$ cat config.mk
export PLATFORM = sky130hd
export DESIGN_NAME = clk_div_ctrl
export DESIGN_NICKNAME = d
export VERILOG_FILES = /design/src/rtl/clk_div_ctrl.sv
export SDC_FILE = /design/constraint.sdc
export NUM_CORES = 1
export LEC_CHECK = 0
export ABC_AREA = 1
export BUFFER_PORTS_ARGS = -buffer_cell sky130_fd_sc_hd__buf_4
export CAP_MARGIN = 30
export CORE_ASPECT_RATIO = 0.6
export CORE_UTILIZATION = 57
export CTS_CLUSTER_SIZE = 20
export DETAILED_ROUTE_END_ITERATION = 8
export GPL_ROUTABILITY_DRIVEN = 1
export PLACE_DENSITY = 0.78
export SKIP_LAST_GASP = 1
export SLEW_MARGIN = 10
export SYNTH_ARGS = -nofsm -noshare
export SYNTH_HDL_FRONTEND = slang
export SYNTH_SLANG_ARGS = --single-unit
$ cat constraint.sdc
create_clock -name i_ref_clk -period 1.7 [get_ports i_ref_clk]
set_input_delay 0.34 -clock i_ref_clk [delete_from_list [all_inputs] [get_ports i_ref_clk]]
set_output_delay 0.34 -clock i_ref_clk [all_outputs]
set_load 0.03 [all_outputs]
$ cat src/rtl/clk_div_ctrl.sv
// Divider ratio/enable controller: accepts config requests, and while the divider runs it
// defers the output update to a falling edge of the divided clock, forcing it on timeout.
module clk_div_ctrl #(
   parameter logic [4:0]  RST_RATIO   = 5'd2,
   parameter int unsigned SETTLE_CYC  = 4,
   parameter int unsigned TIMEOUT_CYC = 64
) (
   input  logic       i_ref_clk,
   input  logic       i_rst,
   input  logic       i_cfg_valid,
   input  logic [4:0] i_cfg_ratio,
   input  logic       i_cfg_en,
   input  logic       i_div_clk,
   output logic       o_cfg_ready,
   output logic [4:0] o_div_ratio,
   output logic       o_clk_en,
   output logic       o_cfg_err,
   output logic       o_timeout
);

   typedef enum logic [1:0] {
      IDLE      = 2'd0,
      WAIT_FALL = 2'd1,
      SETTLE    = 2'd2
   } state_e;

   localparam logic [7:0] TO_LAST = 8'(TIMEOUT_CYC - 1);
   localparam logic [3:0] ST_LAST = 4'(SETTLE_CYC - 1);

   state_e     state_q;
   logic [4:0] pend_ratio_q;
   logic       pend_en_q;
   logic [7:0] to_cnt_q;
   logic [3:0] st_cnt_q;
   logic       div_q;
   logic [4:0] div_ratio_q;
   logic       clk_en_q;
   logic       cfg_ready_q;
   logic       cfg_err_q;
   logic       timeout_q;

   logic hs_d, bad_cfg_d, fall_d, to_hit_d;

   assign hs_d      = i_cfg_valid & cfg_ready_q;
   assign bad_cfg_d = i_cfg_en & (i_cfg_ratio < 5'd2);
   assign fall_d    = div_q & ~i_div_clk;
   assign to_hit_d  = (to_cnt_q == TO_LAST);

   always_ff @(posedge i_ref_clk or posedge i_rst) begin
      if (i_rst) begin
         state_q      <= IDLE;
         pend_ratio_q <= '0;
         pend_en_q    <= 1'b0;
         to_cnt_q     <= '0;
         st_cnt_q     <= '0;
         div_q        <= 1'b0;
         div_ratio_q  <= RST_RATIO;
         clk_en_q     <= 1'b0;
         cfg_ready_q  <= 1'b1;
         cfg_err_q    <= 1'b0;
         timeout_q    <= 1'b0;
      end else begin
         div_q     <= i_div_clk;
         cfg_err_q <= 1'b0;
         timeout_q <= 1'b0;
         case (state_q)
            IDLE: begin
               if (hs_d) begin
                  if (bad_cfg_d) begin
                     cfg_err_q <= 1'b1;
                  end else begin
                     pend_ratio_q <= i_cfg_ratio;
                     pend_en_q    <= i_cfg_en;
                     cfg_ready_q  <= 1'b0;
                     // A stopped divider has no glitch risk, so update straight away.
                     if (!clk_en_q) begin
                        div_ratio_q <= i_cfg_ratio;
                        clk_en_q    <= i_cfg_en;
                        st_cnt_q    <= '0;
                        state_q     <= SETTLE;
                     end else begin
                        to_cnt_q <= '0;
                        state_q  <= WAIT_FALL;
                     end
                  end
               end
            end
            WAIT_FALL: begin
               if (fall_d || to_hit_d) begin
                  div_ratio_q <= pend_ratio_q;
                  clk_en_q    <= pend_en_q;
                  timeout_q   <= ~fall_d;
                  st_cnt_q    <= '0;
                  state_q     <= SETTLE;
               end else if (to_cnt_q != 8'hFF) begin
                  to_cnt_q <= to_cnt_q + 8'd1;
               end
            end
            SETTLE: begin
               if (st_cnt_q == ST_LAST) begin
                  state_q     <= IDLE;
                  cfg_ready_q <= 1'b1;
               end else begin
                  st_cnt_q <= st_cnt_q + 4'd1;
               end
            end
            default: begin
               state_q     <= IDLE;
               cfg_ready_q <= 1'b1;
            end
         endcase
      end
   end

   assign o_cfg_ready = cfg_ready_q;
   assign o_div_ratio = div_ratio_q;
   assign o_clk_en    = clk_en_q;
   assign o_cfg_err   = cfg_err_q;
   assign o_timeout   = timeout_q;

endmodule
======== Word level (Yosys, flattened, before mapping) ========
Cells that the tools add are included.
word-level totals
  flip-flop bits (word level) ............. 30
  latch bits .............................. 0
  bits in writable memories ............... 0
  ROM bits ................................ 0
  input bits .............................. 10
  output and inout bits ................... 9
  logic and storage cells ................. 83
  memories kept ........................... 0
cells by class
  add/sub/neg operators ................... 2
  multipliers ............................. 0
  div/mod/pow operators ................... 0
  order comparisons ....................... 1
  eq/ne operators ......................... 14
  shift-type cells ........................ 0
  muxes and demuxes ....................... 37
  bitwise gates (word level) .............. 7
  reduce and logical (&&, ||, !) cells .... 11
operators with widths
  operator                                                     number
  2-to-1 mux 8 bit                                             5
  2-to-1 mux 4 bit                                             5
  2-to-1 mux 5 bit                                             4
  != test 2 bit (second input constant)                        9
  one-hot mux 8 bit (2 select lines)                           1
  2-to-1 mux 1 bit                                             12
  one-hot mux 4 bit (3 select lines)                           1
  AND reduction 4 bit                                          3
  AND reduction 6 bit                                          2
  2-to-1 mux 2 bit                                             5
  one-hot mux 5 bit (2 select lines)                           1
  adder 8 x 1 -> 8 bit (second input constant)                 1
  equality test 8 x 6 -> 1 bit (second input constant)         1
  != test 8 bit (second input constant)                        1
  one-hot mux 2 bit (3 select lines)                           1
  less-than comparator 5 x 2 -> 1 bit (second input constant)  1
  AND reduction 5 bit                                          1
  adder 4 x 1 -> 4 bit (second input constant)                 1
  equality test 4 x 2 -> 1 bit (second input constant)         1
  inverter 1 bit                                               4
  AND 1 bit                                                    3
  one-hot mux 1 bit (3 select lines)                           1
  AND reduction 3 bit                                          1
  nonzero test 3 bit                                           1
  other kinds (6)                                              6

======== Logic depth before layout (Yosys ltp) ========
  word-level depth ........................ 5
  gate-level depth with buffers ........... 9
  depth with buffers taken out ............ 9

======== Worst setup path before layout ========
OpenSTA, ideal clock, no wires.
  kind .................................... reg2reg
  start point ............................. register cfg_ready_q, in the netlist o_cfg_ready
  end point ............................... register st_cnt_q[3]
  setup time .............................. 0.120 ns
  data arrival time ....................... 1.285 ns
  required time ........................... 1.580 ns
  path slack .............................. 0.295 ns
  stages on the path, launching flop included .. 8
  buffers on the path ..................... 0
  clock period less this slack ............ 1.405 ns
  path through ............................ dfstp_2 -> nand2_1 -> inv_1 -> nand2_1 -> nand2_1 -> nand3_2 -> nand2_1 -> nand2_1
on the way
  cells in the longest elaborated chain, start to end .. 3
ends and longest elaborated chain
  element                               RTL line  RTL
  from (decl)                           38        logic cfg_ready_q;
  from (signal assigned)                59        cfg_ready_q <= 1'b1;
  from (signal assigned)                74        cfg_ready_q <= 1'b0;
  from (signal assigned)                102       cfg_ready_q <= 1'b1;
  AND 1 bit                             44        assign hs_d = i_cfg_valid & cfg_ready_q;
  != test 2 bit (no source line)        n/a
  AND reduction 6 bit (no source line)  n/a
  to (signal assigned)                  104       st_cnt_q <= st_cnt_q + 4'd1;
  to (decl)                             34        logic [3:0] st_cnt_q;
Every way passes these cells.
A chain may end at the register's enable or synchronous reset.

======== Worst setup path after layout ========
  start point ............................. register to_cnt_q[0]
  end point ............................... register to_cnt_q[5]
on the way
  cells in the longest elaborated chain, start to end .. 4
  elaborated cells between the ends (all ways) .. 10
  classes of those cells .................. 1 x add/sub; 4 x eq/ne; 3 x mux; 2 x reduce/logical
ends and longest elaborated chain
  element                                                                    RTL line  RTL
  from (decl)                                                                33        logic [7:0] to_cnt_q;
  from (signal assigned)                                                     96        to_cnt_q <= to_cnt_q + 8'd1;
  adder 8 x 1 -> 8 bit or equality test 8 x 6 -> 1 bit (tied branches)       96, 47
  2-to-1 mux 8 bit or logical OR 1 bit (tied branches)                       95, 89
  2-to-1 mux 8 bit or != test 2 bit (tied branches)                          n/a
  one-hot mux 8 bit (2 select lines) or AND reduction 6 bit (tied branches)  n/a
Parallel ways exist; a longest one is shown, timed or not. The select of a mux whose other input is x is not followed.

==> flow_metrics.env <==
export IMPL_fin_ws_ns=0.134
export IMPL_ys_async_sr_fraction_pct=100
export IMPL_p_leak_uw=0.000980
export IMPL_fin_setup_tns_ns=0
export IMPL_slew_viol_final=0
export IMPL_grt_pass1_vias=1282
export IMPL_cts_buffer_depth=2
export IMPL_grt_usage_pct=25.4
export IMPL_core_area_sq_mm=0.00261
export IMPL_layout_cells_non_filler=256
export IMPL_place_congestion=0.852
export IMPL_yosysSeqAreaShare_pct=46.2
export IMPL_grt_max_degree=23
export IMPL_viasPerCell=5.35
export IMPL_gr_max_usage_layer="met2"
export IMPL_synth_top_area_share_pct=42.9
export IMPL_cts_max_level=2
export IMPL_synth_avg_cell_area_sq_um=8.12
export IMPL_clkLatencyLatePin_ns=0.28
export IMPL_start_util_pct=62.5
export IMPL_die_x_um=71.1
export IMPL_cts_sinks=30
export IMPL_vdd_ir_drop_max_uv=466
export IMPL_synthDistinctLibCells=28
export IMPL_cts_tree="yes"
export IMPL_worst_slew_pin_slew_ns=0.398
export IMPL_endpoint_kind="flop"
export IMPL_pin_count=19
export IMPL_cp_arrival_ns=1.74
export IMPL_synth_ff_latch_count=30
export IMPL_grt_pass1_wl_um=5810
export IMPL_synth_cells=201
export IMPL_row_count=14
export IMPL_dieArea_sq_mm=0.00309
export IMPL_hold_violations=0
export IMPL_preCtsSetupSlack_ns=0.0631
export IMPL_dpl_instance_area_sq_mm=0.00179
export IMPL_cp_start_kind="flop"
export IMPL_hpwl_um=2500
export IMPL_post_cts_buffers=0
export IMPL_slew_limit_headroom_pct=73.4
export IMPL_cts_resized=0
export IMPL_ys_flop_type="dfrtp_1"
export IMPL_min_period_ns=1.57
export IMPL_period_share_pct=92.1
export IMPL_min_path_type="input pin to async pin"
export IMPL_port_buffer_count=18
export IMPL_root_buffer="clkbuf_8"
export IMPL_syn_nets=213
export IMPL_synth_common_cells="nand2_1, dfrtp_1, inv_1, nand3_1, nor2_1"
export IMPL_maxClockFrequency_mhz=639
export IMPL_postRouteAntennaNets=0
export IMPL_p_total_uw=1350
export IMPL_grt_util_met3_pct=6.51
export IMPL_yosys_warnings=0
export IMPL_critPathKind="flop to flop"
export IMPL_cp_required_ns=1.87
export IMPL_num_antenna_cells=0
export IMPL_maxCapViolCount=0
export IMPL_cts_made_buffers=5
export IMPL_synthesis_area_sq_mm=0.00163
export IMPL_status="finished clean"
export IMPL_rsz0062_at_grt="yes"
export IMPL_fin_nets=235
export IMPL_netlist_top_cells_area="dfrtp_1, nand2_1, inv_1, nand3_1, nand4_1"
export IMPL_final_cell_area_sq_mm=0.00190
export IMPL_overflow=0
export IMPL_powerDensity_mw_per_mm2=713
export IMPL_clkTransAtPathRegs_ns=0.06
export IMPL_area_delta_synth_final_pct=16.2
export IMPL_die_h_um=43.4
export IMPL_antenna_found_initial=0
export IMPL_drive_above_1_share_pct=21.4
export IMPL_cts_hold_buffers_added=0
export IMPL_dp_cells=248
export IMPL_fillCellCount=184
export IMPL_wl_um=3380
export IMPL_fin_skew_ns=0.00360
export IMPL_met2_usage_pct=37.7
export IMPL_setup_viol=0
export IMPL_vias=1370
export IMPL_first_pass_iters=6
export IMPL_grtUsageMet1_pct=35.6
export IMPL_routedWlPerCell_um=13.2
export IMPL_drt_iter0_drc=116
export IMPL_synth_edf_count=0
export IMPL_yosysMostFrequentCell="nand2_1"
export IMPL_path_max_fanout=12
export IMPL_drc=0
export IMPL_synth_top_cell_by_area="dfrtp_1"
-- worst max-delay path, cell delays in order, from the launching register on --
cell and delay, ns:
dfrtp_1 0.39, ha_1 0.20, nand2_1 0.10, nor2_4 0.17, nand2_2 0.14, nand3_4 0.16
nand2_1 0.15, nand2_1 0.10, nand2_1 0.05
-- power breakdown --
| part | switching [uW] | leakage (uW) | internal (uW) |
|---|---|---|---|
| Clock | 259 | 0.0000482 | 326 |
| Combinational | 28.9 | 0.000548 | 22.9 |
| Sequential | 0.273 | 0.000384 | 715 |
-- placed cells by master (no fill, tap or decap) --
| cell | n |
|---|---|
| nand2_4 | 1 |
| nand3_4 | 1 |
| a21oi_1 | 2 |
| clkinv_2 | 1 |
| inv_1 | 22 |
| buf_12 | 1 |
| o21ai_1 | 6 |
| dfrtp_1 | 28 |
| nor3_1 | 3 |
| nand2_1 | 60 |
| nor3b_1 | 1 |
| buf_4 | 18 |
| dfstp_2 | 2 |
| a21o_1 | 1 |
| nand3_2 | 1 |
| nor2_4 | 4 |
| nor2_2 | 1 |
| nand3_1 | 16 |
| nand3b_1 | 1 |
| nor2_1 | 12 |
| nand4_1 | 9 |
| clkbuf_8 | 6 |
| a21oi_4 | 1 |
| inv_2 | 3 |
| ha_1 | 2 |
| o21ai_0 | 9 |
| xor2_1 | 1 |
| o21ai_2 | 4 |
| nand4_4 | 1 |
| nand2_2 | 3 |
| clkbuf_1 | 1 |
| xnor2_1 | 2 |
-- final cells by class --
class | count | area (sq um) | share of cell area, %
Sequential cell | 30 | 753 | 39.7
Inverter | 25 | 93.8 | 4.95
Tap cell | 32 | 40.0 | 2.11
Multi-Input combinational cell | 142 | 762 | 40.2
Timing Repair Buffer | 19 | 155 | 8.18
Clock inverter | 1 | 5.00 | 0.264
Clock buffer | 7 | 86.3 | 4.55
-- kinds of logic after synthesis --
logic type | share of synthesized area (%)
simple gates | 33.7
flops | 46.2
buf+inv | 8.13
compound gates | 8.82
xor+xnor | 1.61
fa+ha+maj | 1.53
-- final timing paths --
| kind | from | to | slack [ns] | cells after the start |
|---|---|---|---|---|
| min in group i_ref_clk | i_div_clk | div_q | 0.18 | 1 |
| worst max register to register | to_cnt_q[0] | to_cnt_q[5] | 0.13 | 8 |
| worst min-delay path | i_rst | o_clk_en | 0.04 | 2 |
| max in group asynchronous | i_rst | o_cfg_ready | 1.13 | 3 |
| worst min register to register | o_div_ratio[1] | o_div_ratio[1] | 0.48 | 2 |
| worst max-delay path | to_cnt_q[0] | to_cnt_q[5] | 0.13 | 8 |
-- metrics by stage --
| stage | util (%) | hold slack (ns) |
|---|---|---|
| after floorplan | - | 0.371 |
| after global placement | 68.5 | 0.347 |
| after detailed placement | 68.5 | 0.356 |
| after CTS | 72.0 | 0.0546 |
| after global routing | 72.6 | 0.0783 |
| final | 72.6 | 0.0440 |
-- layer usage --
| metal | vias to the layer above | share of wire [%] |
|---|---|---|
| met1 | 622 | 49 |
| met5 | - | 0 |
| met4 | 0 | 2.2 |
| li1 | 694 | - |
| met2 | 45 | 44 |
| met3 | 9 | 5.5 |
-- sequential cells by signal, summed over array words and instances, names as in the netlist --
| signal | count |
|---|---|
| o_cfg_err | 1 |
| o_div_ratio | 5 |
| pend_ratio_q | 5 |
| o_timeout | 1 |
| state_q | 2 |
| o_clk_en | 1 |
| pend_en_q | 1 |
| to_cnt_q | 8 |
| o_cfg_ready | 1 |
| st_cnt_q | 4 |
| div_q | 1 |
(Power assumes the default switching activity.)
